$ cat config.mk
export PLATFORM = sky130hd
export DESIGN_NAME = fetch_unit_flat
export DESIGN_NICKNAME = d
export VERILOG_FILES = /design/src/rtl/fetch_unit_if.sv /design/src/rtl/fetch_unit.sv /design/src/flat_wrapper.sv
export SDC_FILE = /design/constraint.sdc
export NUM_CORES = 1
export LEC_CHECK = 0
export ABC_CLOCK_PERIOD_IN_PS = 2300
export BUFFER_PORTS_ARGS = -buffer_cell sky130_fd_sc_hd__buf_4
export CAP_MARGIN = 20
export CORE_MARGIN = 1
export CORE_UTILIZATION = 50
export CTS_BUF_LIST = sky130_fd_sc_hd__clkbuf_8
export DETAILED_ROUTE_END_ITERATION = 8
export GPL_ROUTABILITY_DRIVEN = 0
export HOLD_SLACK_MARGIN = 0.1
export PLACE_DENSITY = 0.76
export SLEW_MARGIN = 0
export SYNTH_ARGS = -nofsm -noshare
export SYNTH_HDL_FRONTEND = slang
export SYNTH_SLANG_ARGS = --single-unit
$ cat constraint.sdc
create_clock -name clk -period 2.3 [get_ports clk]
set_clock_uncertainty 0.05 [all_clocks]
set_input_delay 0.23 -clock clk [delete_from_list [all_inputs] [get_ports clk]]
set_output_delay 0.23 -clock clk [all_outputs]
set_load 0.1 [all_outputs]
$ cat src/rtl/fetch_unit_if.sv
// -----------------------------------------------------------------------------
// fetch_unit_if
// Bundles the signals between the fetch stage and its neighbours: the byte-wide
// program memory port and the decoder/execute side.
//
// Handshakes (strict valid/ready semantics):
//   - Memory: a byte transfers on every rising edge where mem_req & mem_ready.
//     While mem_req is high and mem_ready is low, mem_addr is held constant.
//   - Decoder/execute: inst is held stable while inst_valid is high. execute
//     consumes it with exec_done, which is sampled only while inst_valid.
//     redirect/redirect_pc/halt qualify exec_done.
//
// Modports:
//   master - fetch unit view (drives memory request and instruction outputs)
//   slave  - environment view (memory plus decoder/execute)
// -----------------------------------------------------------------------------
interface fetch_unit_if;
    logic        mem_req;
    logic [15:0] mem_addr;
    logic        mem_ready;
    logic [7:0]  mem_rdata;
    logic [15:0] inst;
    logic        inst_valid;
    logic [15:0] inst_pc;
    logic [15:0] next_pc;
    logic        exec_done;
    logic        redirect;
    logic [15:0] redirect_pc;
    logic        halt;
    logic        halted;

    modport master (
        output mem_req, mem_addr, inst, inst_valid, inst_pc, next_pc, halted,
        input  mem_ready, mem_rdata, exec_done, redirect, redirect_pc, halt
    );

    modport slave (
        input  mem_req, mem_addr, inst, inst_valid, inst_pc, next_pc, halted,
        output mem_ready, mem_rdata, exec_done, redirect, redirect_pc, halt
    );
endinterface

$ cat src/rtl/fetch_unit.sv
// -----------------------------------------------------------------------------
// fetch_unit
// Instruction fetch stage. Reads an opcode byte (and an argument byte when
// opcode[7] is set) from program memory, presents the 16-bit word
// {opcode, arg or 8'h00} with inst_valid, and holds it until execute reports
// completion. Then continues sequentially, at a redirect target, or halts.
//
// Ports:
//   clk          system clock, rising edge
//   rst          synchronous active-high reset
//   bus          fetch_unit_if.master (memory port + decoder/execute signals)
//   dbg_state_o  current FSM state (FETCH_OP=0, FETCH_ARG=1, HOLD=2, HALTED=3)
//   perf_inst_count_o / perf_stall_count_o  only with FETCH_PERF_COUNT_EN
//
// Optional feature macro: FETCH_PERF_COUNT_EN
//   Adds a count of accepted exec_done and a count of memory stall cycles
//   (mem_req & !mem_ready). Both are 16-bit wrapping counters reset to 0.
//
// All outputs are registered. pc arithmetic wraps modulo 2^16.
// -----------------------------------------------------------------------------
module fetch_unit #(
    parameter logic [15:0] RESET_PC = 16'h0000
) (
    input  logic              clk,
    input  logic              rst,
    fetch_unit_if.master      bus,
`ifdef FETCH_PERF_COUNT_EN
    output logic [15:0]       perf_inst_count_o,
    output logic [15:0]       perf_stall_count_o,
`endif
    output logic [1:0]        dbg_state_o
);

    typedef enum logic [1:0] {
        FETCH_OP  = 2'd0,
        FETCH_ARG = 2'd1,
        HOLD      = 2'd2,
        HALTED    = 2'd3
    } state_t;

    state_t      state_q;
    logic [15:0] pc_q;
    logic [15:0] inst_q;
    logic [15:0] inst_pc_q;
    logic [15:0] next_pc_q;
    logic        inst_valid_q;
    logic        halted_q;
    logic        mem_req_q;
    logic [15:0] mem_addr_q;

    logic        xfer;
    logic [15:0] pc_inc;

    assign xfer   = mem_req_q & bus.mem_ready;
    assign pc_inc = pc_q + 16'd1;

    always_ff @(posedge clk) begin
        if (rst) begin
            // A request is already outstanding in the first cycle after reset;
            // any byte pending from before reset is simply dropped.
            state_q      <= FETCH_OP;
            pc_q         <= RESET_PC;
            inst_q       <= 16'h0000;
            inst_pc_q    <= RESET_PC;
            next_pc_q    <= RESET_PC;
            inst_valid_q <= 1'b0;
            halted_q     <= 1'b0;
            mem_req_q    <= 1'b1;
            mem_addr_q   <= RESET_PC;
        end else begin
            case (state_q)
                FETCH_OP: begin
                    if (xfer) begin
                        inst_q[15:8] <= bus.mem_rdata;
                        inst_pc_q    <= pc_q;
                        pc_q         <= pc_inc;
                        if (!bus.mem_rdata[7]) begin
                            inst_q[7:0]  <= 8'h00;
                            next_pc_q    <= pc_inc;
                            inst_valid_q <= 1'b1;
                            mem_req_q    <= 1'b0;
                            state_q      <= HOLD;
                        end else begin
                            // Keep mem_req high so the argument byte can
                            // transfer on the very next edge.
                            mem_addr_q <= pc_inc;
                            state_q    <= FETCH_ARG;
                        end
                    end
                end
                FETCH_ARG: begin
                    if (xfer) begin
                        inst_q[7:0]  <= bus.mem_rdata;
                        pc_q         <= pc_inc;
                        next_pc_q    <= pc_inc;
                        inst_valid_q <= 1'b1;
                        mem_req_q    <= 1'b0;
                        state_q      <= HOLD;
                    end
                end
                HOLD: begin
                    if (bus.exec_done) begin
                        inst_valid_q <= 1'b0;
                        if (bus.halt) begin
                            halted_q <= 1'b1;
                            state_q  <= HALTED;
                        end else if (bus.redirect) begin
                            pc_q       <= bus.redirect_pc;
                            mem_addr_q <= bus.redirect_pc;
                            mem_req_q  <= 1'b1;
                            state_q    <= FETCH_OP;
                        end else begin
                            mem_addr_q <= pc_q;
                            mem_req_q  <= 1'b1;
                            state_q    <= FETCH_OP;
                        end
                    end
                end
                default: begin
                    // HALTED: only reset leaves this state.
                    mem_req_q    <= 1'b0;
                    inst_valid_q <= 1'b0;
                    halted_q     <= 1'b1;
                end
            endcase
        end
    end

`ifdef FETCH_PERF_COUNT_EN
    logic [15:0] perf_inst_q;
    logic [15:0] perf_stall_q;

    always_ff @(posedge clk) begin
        if (rst) begin
            perf_inst_q  <= 16'h0000;
            perf_stall_q <= 16'h0000;
        end else begin
            if (state_q == HOLD && bus.exec_done) begin
                perf_inst_q <= perf_inst_q + 16'd1;
            end
            if (mem_req_q && !bus.mem_ready) begin
                perf_stall_q <= perf_stall_q + 16'd1;
            end
        end
    end

    assign perf_inst_count_o  = perf_inst_q;
    assign perf_stall_count_o = perf_stall_q;
`endif

    assign bus.mem_req    = mem_req_q;
    assign bus.mem_addr   = mem_addr_q;
    assign bus.inst       = inst_q;
    assign bus.inst_valid = inst_valid_q;
    assign bus.inst_pc    = inst_pc_q;
    assign bus.next_pc    = next_pc_q;
    assign bus.halted     = halted_q;
    assign dbg_state_o    = state_q;

endmodule
$ cat src/flat_wrapper.sv
// flat-port wrapper written by rule: the top's interface ports become plain ports
module fetch_unit_flat 
#(
    parameter logic [15:0] RESET_PC = 16'h0000
)
  (clk, rst, dbg_state_o, bus_mem_req, bus_mem_addr, bus_inst, bus_inst_valid, bus_inst_pc, bus_next_pc, bus_halted, bus_mem_ready, bus_mem_rdata, bus_exec_done, bus_redirect, bus_redirect_pc, bus_halt);
  fetch_unit_if bus_i ();
  input  logic clk;
  input  logic rst;
  output logic [1:0] dbg_state_o;
  output wire logic [$bits(bus_i.mem_req)-1:0] bus_mem_req;
  output wire logic [$bits(bus_i.mem_addr)-1:0] bus_mem_addr;
  output wire logic [$bits(bus_i.inst)-1:0] bus_inst;
  output wire logic [$bits(bus_i.inst_valid)-1:0] bus_inst_valid;
  output wire logic [$bits(bus_i.inst_pc)-1:0] bus_inst_pc;
  output wire logic [$bits(bus_i.next_pc)-1:0] bus_next_pc;
  output wire logic [$bits(bus_i.halted)-1:0] bus_halted;
  input wire logic [$bits(bus_i.mem_ready)-1:0] bus_mem_ready;
  input wire logic [$bits(bus_i.mem_rdata)-1:0] bus_mem_rdata;
  input wire logic [$bits(bus_i.exec_done)-1:0] bus_exec_done;
  input wire logic [$bits(bus_i.redirect)-1:0] bus_redirect;
  input wire logic [$bits(bus_i.redirect_pc)-1:0] bus_redirect_pc;
  input wire logic [$bits(bus_i.halt)-1:0] bus_halt;
  assign bus_mem_req = bus_i.mem_req;
  assign bus_mem_addr = bus_i.mem_addr;
  assign bus_inst = bus_i.inst;
  assign bus_inst_valid = bus_i.inst_valid;
  assign bus_inst_pc = bus_i.inst_pc;
  assign bus_next_pc = bus_i.next_pc;
  assign bus_halted = bus_i.halted;
  assign bus_i.mem_ready = bus_mem_ready;
  assign bus_i.mem_rdata = bus_mem_rdata;
  assign bus_i.exec_done = bus_exec_done;
  assign bus_i.redirect = bus_redirect;
  assign bus_i.redirect_pc = bus_redirect_pc;
  assign bus_i.halt = bus_halt;
  fetch_unit #(.RESET_PC(RESET_PC)) u_core (.clk(clk), .rst(rst), .bus(bus_i), .dbg_state_o(dbg_state_o));
endmodule
* Yosys cells after proc, flatten, opt, wreduce, memory -nomap -nowiden
Index checks and enable logic that the tools add are counted.
** Operators by class
- Reductions and logical operators :: 14
- Mux-type cells :: 35
- Equality and inequality tests :: 10
- Div/mod/pow operators :: 0
- Add/subtract/negate cells :: 1
- Bitwise logic cells :: 2
- $mul :: 0
- Shift-type cells :: 0
- Order comparisons :: 0
** Operators with widths (number)
- 2-to-1 mux 16 bit :: 8
- case mux 16 bit (2 select lines) :: 3
- 2-to-1 mux 8 bit :: 3
- adder 16 x 1 -> 16 bit (second input constant) :: 1
- case mux 8 bit (2 select lines) :: 1
- AND reduction 4 bit :: 4
- 2-to-1 mux 1 bit :: 11
- 2-to-1 mux 2 bit :: 5
- != test 2 bit (second input constant) :: 5
- AND reduction 5 bit :: 2
- != test 2 x 1 -> 1 bit (second input constant) :: 3
- case mux 1 bit (3 select lines) :: 2
- case mux 2 bit (3 select lines) :: 1
- nonzero test 2 bit :: 3
- AND reduction 3 bit :: 1
- nonzero test 3 bit :: 1
- equality test 2 x 1 -> 1 bit (second input constant) :: 1
- equality test 2 bit (second input constant) :: 1
- zero test 2 bit :: 1
- case mux 1 bit (2 select lines) :: 1
- AND reduction 2 bit :: 1
- OR reduction 2 bit :: 1
- AND 1 bit :: 1
- inverter 1 bit :: 1
** Word-level totals
- Bits in read-only memories :: 0
- Bits of input ports :: 30
- Bits in latches :: 0
- Memories :: 0
- Register bits :: 85
- Memory bits (writable) :: 0

* Logic depth before layout (Yosys ltp)
- Word-level depth :: 4
- Mapped depth :: 9

* Least setup slack after synthesis
Ideal clock, no wire load.
- Path type :: reg-to-reg
- Start point :: register u_core.state_q[0] (netlist: u_core.dbg_state_o[0])
- End point :: register u_core.pc_q[0]
- Path slack :: -0.367 ns
- Arrival time :: 2.547 ns
- Path buffers :: 2
- Library setup time :: 0.070 ns
- Stages on the path, launching flop included :: 9
- Path through :: dfxtp_1 > inv_1 > ha_1 > or2_0 > clkbuf_1 > o211ai_1 > buf_2 > nand2_1 > a21oi_1
** On the way
- Longest elaborated chain between the ends :: 4
- Elaborated cells on any way between the ends :: 10
- Those cells by class :: eq/ne (5); mux (1); reduce/logical (4)
** RTL lines
- start: declaration :: line fetch_unit.sv:41 : state_t state_q;
- start signal: assignment :: line fetch_unit.sv:61 : state_q <= FETCH_OP;
- start signal: assignment :: line fetch_unit.sv:82 : state_q <= HOLD;
- start signal: assignment :: line fetch_unit.sv:87 : state_q <= FETCH_ARG;
- equality test 2 x 1 -> 1 bit / zero test 2 bit (equally long branches) :: line fetch_unit.sv:71 : case (state_q)
- OR reduction 2 bit (no line)
- != test 2 x 1 -> 1 bit (no line) / nonzero test 2 bit (equally long branches)
- AND reduction 4 bit (no line)
- end signal: assignment :: line fetch_unit.sv:76 : pc_q <= pc_inc;
- end signal: assignment :: line fetch_unit.sv:94 : pc_q <= pc_inc;
- end signal: assignment :: line fetch_unit.sv:108 : pc_q <= bus.redirect_pc;
- end: declaration :: line fetch_unit.sv:42 : logic [15:0] pc_q;
Parallel ways exist; a longest one is shown, timed or not.
A chain may end at the register's enable or synchronous reset.

* Final worst setup path
- Start point :: register u_core.state_q[0] (netlist: u_core.dbg_state_o[0])
- End point :: register u_core.pc_q[4]
The elaborated chain is that of the path after synthesis.

==> flow_metrics.py <==
metrics = {
    "clock_tree": {
        "clkSlewWorstSetupHoldPaths_ps": 90,
        "htree_levels": 3,
        "clk_path_buf_depth": 2,
        "cts_tree": "done",
        "numCtsBuffers": 9,
        "clock_sinks": 85,
        "cts_root_buf": "clkbuf_8",
        "insertion_delay_ps": 370,
    },
    "die": {
        "boundaryPins": 99,
        "initial_utilization_pct": 52.33,
        "die_height_um": 89.82,
        "design.core.area_mm2": 0.007370,
        "fp.dieArea_mm2": 0.008068,
        "die_w_um": 89.82,
        "rows": 31,
    },
    "drt": {
        "drc": 0,
        "wl_per_cell_um": 15.28,
        "vias_per_cell": 5.493,
        "postRouteAntennaNets": 0,
        "drt-total-wl_mm": 10.52,
        "drt_iter0_markers": 254,
        "dr_total_vias": 3779,
        "drt_first_pass_iters": 5,
    },
    "timing": {
        "slew_viol_final": 0,
        "setup_viol": 0,
        "fin_crit_sh_pct": 92.18,
        "rsz0062_at_grt": "false",
        "slew-limit-headroom_pct": 51.60,
        "hold_viol": 0,
        "tns_ps": 0,
        "clock.fmax_ghz": 0.4717,
        "tightest_slew_ps": 726.0,
        "fin_crit_ps": 2120,
    },
    "yosys": {
        "yosys.cell_types.count": 47,
        "ys_dominant_reg_cell": "dfxtp_1",
        "ys_ff_latch": 85,
        "synth-warning-count": 0,
        "synth_top_cell_area_share_pct": 44.13,
        "synthTopCellsByArea": "dfxtp_1 (44%), nand2_1 (9.9%), a21oi_1 (6.9%), nor2_1 (4.4%), o21ai_0 (2.5%)",
        "ys_seq_area_share_pct": 44.13,
        "synth_nets": 522,
        "syn_inst": 486,
        "synth_enable_flop_cells": 0,
        "synth_most_common_cell": "nand2_1",
        "avgSynthCellArea_um2": 7.935,
        "async_reset_ff_share_pct": 0,
        "synth_area_leader_cell": "dfxtp_1",
        "synth_area_mm2": 0.003856,
        "synthTopCellsByCount": "nand2_1 (102), dfxtp_1 (85), a21oi_1 (53)",
    },
    "layout": {
        "utilization_pct": 67.67,
        "area_delta_synth_final_pct": 29.33,
        "antenna_cells": 0,
        "drive_gt1_share_pct": 24.96,
        "num-fill-cells": 654,
        "fin_nets": 620,
    },
    "worst_setup_path": {
        "reg2reg_depth": 8,
        "critPathCaptureType": "register",
        "cp.arrival_ps": 2370,
        "crit_required_ps": 2550,
        "worstSetupStartpointType": "register",
        "critPathKind": "register to register",
        "worst-path-max-fanout": 12,
    },
    "grt": {
        "grt_pass1_vias": 3580,
        "antenna_found_initial": 0,
        "grt_pass1_wl_mm": 17.24,
        "grt_max_degree": 74,
        "overflow": 0,
        "track_usage_pct": 26.58,
    },
    "place": {
        "port_buffers": 98,
        "hpwl_mm": 7.111,
    },
    "min_path": {
        "worst_hold_path.num_cells": 4,
        "hp-class": "input port to register",
    },
    "status": {
        "status": "finished, final reports clean",
    },
    "job": {
        "cap_violations": 0,
    },
}
per-layer routing:
metal	track usage [%]	vias to the layer above	routed length (um)
li1	-	1863	-
met1	33.33	1760	4610
met4	9.836	0	165
met2	43.53	141	5022
met5	0	-	0
met3	7.360	15	716
worst paths after layout:
path                                        startpoint                endpoint  slack [ps]
worst min register to register  u_core.bus.mem_addr[8]  u_core.bus.mem_addr[8]         410
worst min-delay path                          bus_halt      u_core.bus.mem_req         190
worst max register to register   u_core.dbg_state_o[0]          u_core.pc_q[4]         180
worst max-delay path             u_core.dbg_state_o[0]          u_core.pc_q[4]         180
registers in the layout, summed over array words and instances, names as in the netlist:
name / flops
u_core.bus.inst: 16
u_core.bus.inst_pc: 16
u_core.bus.mem_addr: 16
u_core.bus.next_pc: 16
u_core.pc_q: 16
u_core.dbg_state_o: 2
u_core.bus.halted: 1
u_core.bus.inst_valid: 1
u_core.bus.mem_req: 1
cells by family (layout without fill, tap and decap cells):
family,Yosys count,after routing,synth area share [%]
compound gates,119,119,18.30
xor+xnor,13,13,2.953
fa+ha+maj,6,6,1.947
buf+inv,46,149,5.159
flops,85,85,44.13
mux,11,11,2.920
simple gates,206,206,24.59
layout make-up:
type | instances | area (um^2) | area share (%)
Timing Repair Buffer | 126 | 969.7 | 19.44
Tap cell | 99 | 123.9 | 2.484
Sequential cell | 85 | 1704 | 34.17
Multi-Input combinational cell | 355 | 1958 | 39.26
Clock buffer | 9 | 123.9 | 2.484
Inverter | 7 | 30.03 | 0.6021
Clock inverter | 7 | 77.57 | 1.555
critical path: stages (launching register included):
cell and delay (ps):
dfxtp_2 380, inv_1 90, ha_1 300, or2_0 360
nand2_1 130, o211a_2 370, buf_4 200, nand2_1 60
a21oi_1 110
layout by cell type (no fill, tap or decap), types with 3 or more instances in the layout:
master	instances
nand3_1	8
nor2_1	45
nand3b_1	10
nor2b_1	3
nand2b_1	4
nor4_1	3
inv_6	4
a31oi_1	3
xor2_1	7
a21oi_1	53
o21ai_1	3
o21ai_0	19
a22oi_1	7
dlygate4sd3_1	8
nor3_1	15
nand2_1	102
o211ai_1	8
xnor2_1	6
dfxtp_1	83
ha_1	5
mux2i_1	9
o22ai_1	4
clkbuf_8	9
buf_4	117
a211oi_1	12
inv_1	6
through the flow:
stage | hold slack [ps] | instances | worst slack, ps | cell area, um^2
2_1_floorplan | 316.0 | 486 | 11.14 | 3859
3_3_place_gp | 394.7 | 662 | 61.13 | 4681
3_5_place_dp | 397.8 | 663 | 113.1 | 4692
4_1_cts | 190.2 | 687 | 54.36 | 4974
5_1_grt | 235.5 | 688 | 37.09 | 4987
6_report | 194.1 | 688 | 179.9 | 4987
timing repair:
| item | in CTS | in global routing |
|---|---|---|
| endpoints found under the hold margin | 15 | 0 |
| setup buffers | 0 | 1 |
| hold buffers | 8 | 0 |
| gates resized for setup | 0 | 3 |
| endpoints found under the setup margin | 0 | 14 |
Power is not shown: default switching activity piles up to over one toggle a cycle in this logic, so the estimate is an artifact.
